==> src/rtl/vga_pkg.sv <==
// Shared VGA timing package: default 640x480@60 timing, total derivations
// and counter/coordinate widths used by vga_timing_gen and its bench.
package vga_pkg;

    localparam int unsigned H_CNT_W = 10;
    localparam int unsigned V_CNT_W = 10;
    localparam int unsigned X_W     = 10;
    localparam int unsigned Y_W     = 9;

    localparam int unsigned DEF_CLK_DIV   = 4;
    localparam int unsigned DEF_H_DISPLAY = 640;
    localparam int unsigned DEF_H_FRONT   = 16;
    localparam int unsigned DEF_H_SYNC    = 96;
    localparam int unsigned DEF_H_BACK    = 48;
    localparam int unsigned DEF_V_DISPLAY = 480;
    localparam int unsigned DEF_V_FRONT   = 10;
    localparam int unsigned DEF_V_SYNC    = 2;
    localparam int unsigned DEF_V_BACK    = 33;

    // Total period of one axis: display + front porch + sync + back porch
    function automatic int unsigned span_total(input int unsigned disp,
                                               input int unsigned front,
                                               input int unsigned sync,
                                               input int unsigned back);
        return disp + front + sync + back;
    endfunction

    localparam int unsigned DEF_H_TOTAL =
        span_total(DEF_H_DISPLAY, DEF_H_FRONT, DEF_H_SYNC, DEF_H_BACK);
    localparam int unsigned DEF_V_TOTAL =
        span_total(DEF_V_DISPLAY, DEF_V_FRONT, DEF_V_SYNC, DEF_V_BACK);

endpackage

==> src/rtl/pixel_tick_gen.sv <==
// Pixel clock-enable divider: counts 0..CLK_DIV-1 and pulses p_tick for one
// clk while the count sits at CLK_DIV-1.
// Ports: clk, reset (sync, active-high), p_tick (one-clk pixel enable).
module pixel_tick_gen
    import vga_pkg::*;
#(
    parameter int unsigned CLK_DIV = DEF_CLK_DIV
) (
    input  logic clk,
    input  logic reset,
    output logic p_tick
);

    localparam int unsigned DIV_W = (CLK_DIV > 1) ? $clog2(CLK_DIV) : 1;

    logic [DIV_W-1:0] div_count;

    assign p_tick = (div_count == DIV_W'(CLK_DIV - 1));

    // Free-running divider, wraps after the tick cycle
    always_ff @(posedge clk) begin
        if (reset) begin
            div_count <= '0;
        end else if (p_tick) begin
            div_count <= '0;
        end else begin
            div_count <= div_count + DIV_W'(1);
        end
    end

endmodule

==> src/rtl/vga_timing_gen.sv <==
// VGA timing generator: pixel divider, horizontal/vertical counters and
// decoded sync, active-video and coordinate outputs.
// Ports: clk, reset (sync, active-high); outputs p_tick, hsync/vsync (active
// low), video_on, x[9:0], y[8:0], frame_tick.
// Build option: define VGA_SYNC_PIPE_EN to delay hsync/vsync by 2 clk so they
// line up with the 2-register image ROM address-to-color path.
module vga_timing_gen
    import vga_pkg::*;
#(
    parameter int unsigned CLK_DIV   = DEF_CLK_DIV,
    parameter int unsigned H_DISPLAY = DEF_H_DISPLAY,
    parameter int unsigned H_FRONT   = DEF_H_FRONT,
    parameter int unsigned H_SYNC    = DEF_H_SYNC,
    parameter int unsigned H_BACK    = DEF_H_BACK,
    parameter int unsigned V_DISPLAY = DEF_V_DISPLAY,
    parameter int unsigned V_FRONT   = DEF_V_FRONT,
    parameter int unsigned V_SYNC    = DEF_V_SYNC,
    parameter int unsigned V_BACK    = DEF_V_BACK
) (
    input  logic           clk,
    input  logic           reset,
    output logic           p_tick,
    output logic           hsync,
    output logic           vsync,
    output logic           video_on,
    output logic [X_W-1:0] x,
    output logic [Y_W-1:0] y,
    output logic           frame_tick
);

    localparam int unsigned H_TOTAL  = span_total(H_DISPLAY, H_FRONT, H_SYNC, H_BACK);
    localparam int unsigned V_TOTAL  = span_total(V_DISPLAY, V_FRONT, V_SYNC, V_BACK);
    localparam int unsigned HS_FIRST = H_DISPLAY + H_FRONT;
    localparam int unsigned HS_LAST  = H_DISPLAY + H_FRONT + H_SYNC - 1;
    localparam int unsigned VS_FIRST = V_DISPLAY + V_FRONT;
    localparam int unsigned VS_LAST  = V_DISPLAY + V_FRONT + V_SYNC - 1;

    logic [H_CNT_W-1:0] h_count;
    logic [V_CNT_W-1:0] v_count;
    logic               h_end;
    logic               v_end;
    logic               hsync_raw;
    logic               vsync_raw;

    pixel_tick_gen #(
        .CLK_DIV(CLK_DIV)
    ) u_pixel_tick_gen (
        .clk   (clk),
        .reset (reset),
        .p_tick(p_tick)
    );

    assign h_end = (h_count == H_CNT_W'(H_TOTAL - 1));
    assign v_end = (v_count == V_CNT_W'(V_TOTAL - 1));

    // Raster position: h advances every pixel, v at the end of each line
    always_ff @(posedge clk) begin
        if (reset) begin
            h_count <= '0;
            v_count <= '0;
        end else if (p_tick) begin
            if (h_end) begin
                h_count <= '0;
                if (v_end) begin
                    v_count <= '0;
                end else begin
                    v_count <= v_count + V_CNT_W'(1);
                end
            end else begin
                h_count <= h_count + H_CNT_W'(1);
            end
        end
    end

    assign frame_tick = p_tick & h_end & v_end;

    assign video_on = (h_count < H_CNT_W'(H_DISPLAY)) && (v_count < V_CNT_W'(V_DISPLAY));
    assign x        = video_on ? X_W'(h_count) : '0;
    assign y        = video_on ? v_count[Y_W-1:0] : '0;

    assign hsync_raw = !((h_count >= H_CNT_W'(HS_FIRST)) && (h_count <= H_CNT_W'(HS_LAST)));
    assign vsync_raw = !((v_count >= V_CNT_W'(VS_FIRST)) && (v_count <= V_CNT_W'(VS_LAST)));

`ifdef VGA_SYNC_PIPE_EN
    logic [1:0] hsync_pipe;
    logic [1:0] vsync_pipe;

    // Two-stage delay so syncs match the ROM color latency; idle-high on reset
    always_ff @(posedge clk) begin
        if (reset) begin
            hsync_pipe <= 2'b11;
            vsync_pipe <= 2'b11;
        end else begin
            hsync_pipe <= {hsync_pipe[0], hsync_raw};
            vsync_pipe <= {vsync_pipe[0], vsync_raw};
        end
    end

    assign hsync = hsync_pipe[1];
    assign vsync = vsync_pipe[1];
`else
    assign hsync = hsync_raw;
    assign vsync = vsync_raw;
`endif

endmodule
==> config.mk <==
export PLATFORM = sky130hd
export DESIGN_NAME = vga_timing_gen
export DESIGN_NICKNAME = d
export VERILOG_FILES = /design/src/rtl/vga_pkg.sv /design/src/rtl/pixel_tick_gen.sv /design/src/rtl/vga_timing_gen.sv
export SDC_FILE = /design/constraint.sdc
export NUM_CORES = 1
export LEC_CHECK = 0
export CAP_MARGIN = 20
export CORE_UTILIZATION = 45
export CTS_CLUSTER_SIZE = 8
export DETAILED_ROUTE_END_ITERATION = 8
export PLACE_DENSITY = 0.74
export SLEW_MARGIN = 20
export SYNTH_ARGS = -nofsm -noshare
export SYNTH_HDL_FRONTEND = slang
export SYNTH_HIERARCHICAL = 1
export SYNTH_SLANG_ARGS = --single-unit
==> constraint.sdc <==
create_clock -name clk -period 3.3 [get_ports clk]
set_input_delay 0.495 -clock clk [delete_from_list [all_inputs] [get_ports clk]]
set_output_delay 0.495 -clock clk [all_outputs]
set_load 0.01 [all_outputs]
* Yosys cells after proc, flatten, opt, wreduce, memory -nomap -nowiden
Cells that the tools add are included.
Word-level totals: register bits after elaboration 22, bits in latches 0, bits in writable memories 0, memory bits (read-only) 0, input bits 2, output and inout bits 24, logic and storage cells 28, memories kept 0
Operators by class: add/sub/neg operators 3, $mul 0, div/mod/pow operators 0, $lt $le $gt $ge 6, equality and inequality tests 3, shifts and indexed selects 0, multiplexer cells 4, bitwise operators 2, reductions and logical operators 7
Operator list (number):
- 10-bit 2-to-1 mux | 3
- 10-bit by 1-bit adder with 10-bit output, second input constant | 2
- 10-bit equality test, second input constant | 2
- 10-bit greater-or-equal comparator, second input constant | 1
- 10-bit by 9-bit greater-or-equal comparator with 1-bit output, second input constant | 1
- 10-bit less-or-equal comparator, second input constant | 1
- 10-bit by 9-bit less-or-equal comparator with 1-bit output, second input constant | 1
- 10-bit less-than comparator, second input constant | 1
- 10-bit by 9-bit less-than comparator with 1-bit output, second input constant | 1
- 9-bit 2-to-1 mux | 1
- 1-bit logical AND | 3
- 2-bit by 1-bit adder with 2-bit output, second input constant | 1
- 1-bit bitwise AND | 2
- 2-bit equality test, second input constant | 1
- 1-bit zero test | 2
- 2-bit AND reduction | 1
- 2-bit OR reduction | 1

* Longest topological paths before layout
Gate-level depths: netlist of the first run.
depth in word-level cells 3, depth in mapped cells 6, gate-level depth less buffers 6

* Modules after synthesis
The synthesis of the first run kept the hierarchy.
By module, submodules not included:
- vga_timing_gen | times used 1, cells an instance 147, area an instance 1199.9 um^2, seq. area each 400.4 um^2
- pixel_tick_gen | times used 1, cells an instance 5, area an instance 75.1 um^2, seq. area each 40.0 um^2

* Least setup slack after synthesis of the first run
No wires, ideal clock.
path kind reg-to-output, start point register v_count[7], end point output port x[5], arrival 1.486 ns, data required time 2.805 ns, slack 1.319 ns, cell stages (with the launch flop) 6, path buffers 2, path through dfxtp_1 > and4_1 > clkbuf_1 > nor3_1 > clkbuf_1 > and2_1
On the way: longest elaborated chain between the ends 3
Ends and longest elaborated chain:
- start: declaration | RTL line vga_timing_gen.sv:39 | logic [V_CNT_W-1:0] v_count;
- start signal: assignment | RTL line vga_timing_gen.sv:67 | v_count <= v_count + V_CNT_W'(1);
- 10-bit by 9-bit less-than comparator with 1-bit output | RTL line vga_timing_gen.sv:77 | assign video_on = (h_count < H_CNT_W'(H_DISPLAY)) && (v_count < V_CNT_W'(V_DISPLAY));
- 1-bit logical AND | RTL line vga_timing_gen.sv:77
- net video_on | RTL line vga_timing_gen.sv:25 | output logic video_on,
- 10-bit 2-to-1 mux | RTL line vga_timing_gen.sv:78 | assign x = video_on ? X_W'(h_count) : '0;
- end: declaration | RTL line vga_timing_gen.sv:26 | output logic [X_W-1:0] x,
The timed path passes the listed nets, and every way through them passes these cells.

* Worst setup path after layout of the first run
start point register u_pixel_tick_gen.div_count[0], end point output port frame_tick
On the way: longest elaborated chain between the ends 3
Ends and longest elaborated chain:
- start: declaration | RTL line pixel_tick_gen.sv:16 | logic [DIV_W-1:0] div_count;
- start signal: assignment | RTL line pixel_tick_gen.sv:27 | div_count <= div_count + DIV_W'(1);
- 2-bit equality test | RTL line pixel_tick_gen.sv:18 | assign p_tick = (div_count == DIV_W'(CLK_DIV - 1));
- 1-bit bitwise AND (2 in a row) | RTL line vga_timing_gen.sv:75 | assign frame_tick = p_tick & h_end & v_end;
- end: declaration | RTL line vga_timing_gen.sv:28 | output logic frame_tick
No other way between the ends.

==> summary.txt, run 1 <==
Outcome
  • Status: complete, no violations

GRT
  • First-pass GRT wire length: 4580 um
  • Largest net degree at the start of global routing: 23
  • Met2 Use GR: 0.293
  • Total track usage: 0.187
  • Initial antenna violation count: 0
  • GRT overflow: 0
  • GR Layer Usage met3: 0.0258
  • GR peak layer: met2
  • Vias in the first global route: between 1k and 1.5k
  • GR Util met1: 0.254

CTS
  • Worst-path clk slew: 0.11 ns
  • Post-CTS Hold Fix Bufs: 0
  • CTS Buf Count: 3
  • Clk_lat worst skew: 0.30 ns
  • H-tree depth: 1
  • CTS tree: done
  • CTS max path bufs: 2
  • Sinks on Clock Net: 22
  • Post-CTS Repair Setup Buffers: 0
  • Clock root buffer: clkbuf_4
  • CTS resizes: 0

Hold path
  • Worst hold stages: 1
  • HP Start: u_pixel_tick_gen/div_count[0]
  • Hold Path Sink: u_pixel_tick_gen/div_count[0]
  • Type of the most critical hold path: register to register

Yosys
  • EDFF count, synth: 0
  • Mux contribution to synthesized area: 0.00785
  • Synthesized-area fraction occupied by adder cells: 0.0491
  • Main combinational cell family by area after synthesis: simple AND/OR/NAND/NOR gates
  • Flops & latches, synth: 22
  • Synth Area in Simple Gates: 0.380
  • Yosys warnings: 6
  • Syn Nets: about 160
  • Post-synth cell types: 34
  • Synth Area in XOR/XNOR: 0.0687
  • Post-synthesis sequential area ratio: 0.345
  • Async S/R FF share, synth: 0
  • Avg Cell Area, Syn: 8.39 sq um
  • Post-synthesis cell count: 152
  • Predominant post-synthesis flop cell: dfxtp_1
  • Compound-gate portion of the synthesized area: 0.0952
  • Netlist Area Pre-Place: 1270 sq um

Setup path
  • Critical path class: register to primary output
  • Slowest cell delay on critical path: 0.54 ns
  • Crit end category: primary output
  • R2R Path End: v_count[8]
  • Crit path max fanout: 22
  • CP Cell Sequence: ha_1 > and3_1 > nand4_2 > buf_4 > nor2_1 > clkdlybuf4s50_1
  • R2R Path Start: u_pixel_tick_gen/div_count[0]
  • Delay-heaviest family, CP: buffers and inverters
  • Buf/Inv on CP: 2
  • CP max stage cell: clkdlybuf4s50_1
  • R2R cell count: 6
  • Worst Path Arrival: 2.34 ns
  • R2r setup slk: 1.21 ns
  • Startpoint Class: register
  • Worst EP required: 2.80 ns

Die
  • Io pins: 26
  • Die area: 3050 sq um
  • Die Ht: 55.2 um
  • Row Count: 18
  • Die X: 55.2 um
  • Initial Util: 0.497
  • Core footprint: 2570 sq um

Run
  • Maxcap violations: 0

Timing
  • Tmin final: 2.83 ns
  • Fmax: around 0.35 GHz
  • Final setup viols: 0
  • RSZ-0062 raised after global routing: false
  • Worst slew margin: 0.741
  • Setup TNS: 0 ns
  • Worst Hold Slack: 0.455 ns
  • Final setup skew: 0.00313 ns
  • Period utilisation layout: 0.858
  • Pins Over Slew Limit: 0
  • Slew @ Worst Pin: 0.386 ns
  • Fin. Hold Viols: 0

Placed design
  • Placed insts: 202
  • GP Congestion: 0.801
  • Port Buf Inserts: 25
  • Detail Placement HPWL: between 1500 and 2000 um

Final layout
  • Layout cells sized above 1: 0.0571
  • Filler cell count: 254
  • Antenna cells: 0
  • Layout area overhead: 22.2%
  • Post-layout nets: 184
  • Final instance count without filler cells: around 210

Detailed routing
  • Final ANT Viol Nets: 0
  • Iter 0 DRT Violations: 28
  • 1st-pass router iterations: 4
  • Drt via density: 5.66
  • DR DRC count: 0
  • Wire per inst: 13.1 um
  • Via count: 1161
  • Final WL: 2680 um

Power
  • Static Leak: 0.536 nW
  • Power Total: between 0.4 and 0.5 mW
  • Peak VDD IR: 0.267 mV
  • Pwr Density: roughly 270 nW/um^2
==> metal layers <==
| metal | up-vias | share of wire |
|---|---|---|
| met5 | - | 0 |
| met4 | 0 | 0.015 |
| met3 | 4 | 0.057 |
| met2 | 43 | 0.46 |
| met1 | 529 | 0.47 |
| li1 | 585 | - |
==> per-stage QoR <==
step	setup WS (ns)	util	area, sq um
6_report	0.469	0.607	1560
5_1_grt	0.311	0.607	1560
4_1_cts	0.445	0.607	1560
3_5_place_dp	0.824	0.598	1540
3_3_place_gp	0.896	0.598	1540
2_1_floorplan	1.32	-	1270
==> placed cells by master, fill, tap and decap left out, types with 2 or more instances in the layout <==
| cell | instances |
|---|---|
| a21oi_1 | 8 |
| and2_1 | 16 |
| and3_1 | 2 |
| and4_1 | 2 |
| buf_4 | 2 |
| clkbuf_4 | 3 |
| clkdlybuf4s50_1 | 25 |
| dfxtp_1 | 22 |
| ha_1 | 5 |
| inv_1 | 7 |
| nand2_1 | 7 |
| nand3_1 | 9 |
| nand4_1 | 4 |
| nor2_1 | 14 |
| nor3_1 | 6 |
| nor4_1 | 6 |
| o21a_1 | 2 |
| o21ai_0 | 6 |
| or3_1 | 6 |
| xnor2_1 | 6 |
| xor2_1 | 4 |
==> how the worst max path moves through the flow <==
stage / from / slack [ns] / to / depth (start not counted)
after floorplan: v_count[7] / 1.32 / x[5] / 5
after global placement: u_pixel_tick_gen/div_count[0] / 0.90 / frame_tick / 6
after detailed placement: u_pixel_tick_gen/div_count[0] / 0.82 / frame_tick / 6
after CTS: u_pixel_tick_gen/div_count[0] / 0.44 / frame_tick / 6
after global routing: u_pixel_tick_gen/div_count[0] / 0.31 / frame_tick / 6
final: u_pixel_tick_gen/div_count[0] / 0.47 / frame_tick / 6
==> synthesized netlist by cell type (all sizes together), types with 3 or more instances <==
cell type,number,share of area
xnor2,6,0.041
xor2,4,0.027
buf,3,0.022
nor4,6,0.029
and2,16,0.079
a21oi,8,0.031
nor3,7,0.031
nand2,7,0.021
dfxtp,22,0.35
inv,7,0.021
nand4,5,0.029
or3,6,0.029
nor2,14,0.041
ha,5,0.049
nand3,9,0.035
clkbuf,4,0.012
o21ai,6,0.024
==> logic make-up after synthesis <==
| family | after synthesis |
|---|---|
| AO/OA/AOI/OAI | 19 |
| XOR/XNOR | 10 |
| adder cells (fa/ha/maj) | 5 |
| buffers and inverters | 14 |
| flip-flops | 22 |
| multiplexers | 1 |
| AND/OR/NAND/NOR | 81 |
==> cell type report <==
| cell class | count | area (sq um) | share of cell area |
|---|---|---|---|
| Clock buffer | 3 | 22.5 | 0.0145 |
| Inverter | 7 | 26.3 | 0.0169 |
| Multi-Input combinational cell | 116 | 766 | 0.492 |
| Sequential cell | 22 | 440 | 0.283 |
| Tap cell | 30 | 37.5 | 0.0241 |
| Timing Repair Buffer | 27 | 265 | 0.170 |
==> registers in the layout (all words and copies together), names as in the netlist <==
| signal | count |
|---|---|
| h_count | 10 |
| u_pixel_tick_gen/div_count | 2 |
| v_count | 10 |
==> power breakdown <==
part           leakage, nW  internal (mW)  switching, mW  total [mW]
sequential           0.178          0.270        0.00324       0.273
combinational        0.345         0.0123         0.0121      0.0243
clock               0.0138         0.0426         0.0783       0.121
==> worst register-to-register path, stage by stage (launching register included) <==
cell	delay, ns
dfxtp_1	0.38
ha_1	0.40
and3_1	0.27
nand4_2	0.10
buf_4	0.22
or4_1	0.52
a21oi_1	0.14
Note: power is estimated with default switching activity, not from simulation.
==> run 2: changes to the inputs <==
--- a/config.mk
+++ b/config.mk
@@ -7,9 +7,12 @@
 export LEC_CHECK = 0
 export CAP_MARGIN = 20
 export CORE_UTILIZATION = 45
+export CTS_CLUSTER_DIAMETER = 100
 export CTS_CLUSTER_SIZE = 8
 export DETAILED_ROUTE_END_ITERATION = 8
-export PLACE_DENSITY = 0.74
+export DONT_BUFFER_PORTS = 1
+export PLACE_DENSITY = 0.63
+export SKIP_CTS_REPAIR_TIMING = 1
 export SLEW_MARGIN = 20
 export SYNTH_ARGS = -nofsm -noshare
 export SYNTH_HDL_FRONTEND = slang
==> run 2 against run 1 <==
Compared with the run above:
- power is 20% higher
- flip-flop and latch count stayed put
- cell count is 12% lower
- hold slack worse by 0.23 ns
- wire length is 4.8% lower
- combinational power is 30% lower
- count of clock-buffer cells in the layout stayed put
- sequential share of layout area is 4.8 points higher
- first-iteration DRC count stayed put
- via count is 9.2% lower
- critical endpoint unchanged
==> summary.txt, run 2 (synthesized netlist as in run 1, its figures left out) <==
Outcome
  • Status: complete, no violations

Placed design
  • Placed insts: between 150 and 200
  • Cell Area, Placed: ~1300 sq um
  • Detail Placement HPWL: 1830 um
  • Dpl ws: 0.919 ns
  • Port Buf Inserts: 0
  • GP Congestion: 0.768

CTS
  • Clock root buffer: clkbuf_4
  • Worst-path clk slew: 0.14 ns
  • Sinks on Clock Net: 22
  • CTS max path bufs: 2
  • Clk_lat worst skew: just over 0.3 ns
  • CTS tree: done
  • CTS Buf Count: 3
  • H-tree depth: 1

Timing
  • Worst Slack Setup Final: 0.581 ns
  • Setup TNS: 0 ns
  • Period utilisation layout: 0.824
  • Tmin final: roughly 2.7 ns
  • Fin. Hold Viols: 0
  • RSZ-0062 raised after global routing: false
  • Slew @ Worst Pin: about 0.6 ns
  • Final setup viols: 0
  • Pins Over Slew Limit: 0
  • Final setup skew: 0.00688 ns
  • Worst slew margin: 0.600
  • Fmax: ~0.37 GHz

Detailed routing
  • Via count: about 1.1k
  • Final ANT Viol Nets: 0
  • 1st-pass router iterations: 4
  • Drt via density: just under 6
  • Final WL: between 2000 and 3000 um
  • DR DRC count: 0
  • Iter 0 DRT Violations: 28
  • Wire per inst: 14.2 um

Die
  • Io pins: 26
  • Initial Util: 0.497
  • Die Ht: 55.2 um
  • Core footprint: 2570 sq um
  • Die area: 3050 sq um
  • Row Count: 18
  • Die X: between 50 and 60 um

Run
  • Maxcap violations: 0

Setup path
  • Critical path class: register to primary output
  • Slowest cell delay on critical path: about 0.47 ns
  • Crit end category: primary output
  • Crit path max fanout: 22
  • Startpoint Class: register
  • Worst EP required: 2.80 ns
  • R2r setup slk: 0.88 ns
  • CP max stage cell: nand4_2
  • Worst Path Arrival: 2.22 ns
  • CP Cell Sequence: ha_1 > and3_1 > nand4_2 > nor2_1

Final layout
  • Commonest non-fill, non-tap cell in the layout: dfxtp_1
  • Layout cells sized above 1: 0.0667
  • Antenna cells: 0
  • Post-layout util: 0.518
  • Final instance count without filler cells: 180
  • Post-layout nets: about 160
  • Layout area overhead: 4.32%
  • Final instance area: 1330 sq um
  • Regs by FF count: h_count: 10 flops, v_count: 10 flops, u_pixel_tick_gen/div_count: 2 flops
  • Most frequent cells in the layout: 22 x dfxtp_1, 16 x and2_1, 14 x nor2_1

Hold path
  • Type of the most critical hold path: input pin to register

Power
  • Pwr Density: ~380 nW/um^2
  • Peak VDD IR: approximately 0.29 mV
  • Static Leak: between 0.4 and 0.5 nW

GRT
  • First-pass GRT wire length: ~4300 um
  • Initial antenna violation count: 0
  • GRT overflow: 0
  • Vias in the first global route: 933
  • Largest net degree at the start of global routing: 23
  • Total track usage: 0.173
[run 2: changes by cell type in the layout (fill, tap and decap cells not counted)]
cell,previous run,this run
bufinv_16,0,1
buf_4,2,1
clkdlybuf4s50_1,25,0
[run 2: critical path, delay by kind of cell (launching register included)]
kind / cells / cell delay (ns)
DFF: 1 / 0.37
adders and majority gates: 1 / 0.42
and+or+nand+nor: 3 / 1.11
[run 2: report_power, final]
group / leakage, nW / switching, mW / internal, mW / total, mW
Sequential: 0.178 / 0.00270 / 0.270 / 0.273
Clock: 0.0279 / 0.0894 / 0.123 / 0.212
Combinational: 0.252 / 0.00903 / 0.00806 / 0.0171
Total: 0.458 / 0.101 / 0.401 / 0.502
[run 2: through the flow]
stage | hold slack (ns) | total power, mW
6_report | 0.222 | 0.502
5_1_grt | 0.207 | 0.515
4_1_cts | 0.219 | 0.503
3_5_place_dp | 0.417 | 0.296
3_3_place_gp | 0.412 | 0.295
2_1_floorplan | 0.406 | 0.293
[run 2: metal layers]
metal / wire length, um / part of all wire / GRT usage / vias to the layer above
met3: 136 / 0.053 / 0.0304 / 5
met5: 0 / 0 / 0 / -
met1: 1270 / 0.50 / 0.246 / 489
li1: - / - / - / 527
met4: 37 / 0.014 / 0.0643 / 0
met2: 1110 / 0.43 / 0.260 / 33
[run 2: path summary, 6_finish.rpt]
check                                                    from                             to  cells after the start
worst max-delay path            u_pixel_tick_gen/div_count[0]                     frame_tick                      4
worst min-delay path                                    reset  u_pixel_tick_gen/div_count[1]                      1
worst max register to register  u_pixel_tick_gen/div_count[0]                     v_count[8]                      5
worst min register to register  u_pixel_tick_gen/div_count[0]  u_pixel_tick_gen/div_count[0]                      1
[run 2: area by class of cell]
type	instances	area, sq um
fillers	268	1240
multi-input cells	116	766
flip-flops and latches	22	440
well taps	30	37.5
clock inverters	1	30.0
inverters	7	26.3
clock buffers	3	22.5
repair buffers	1	7.51
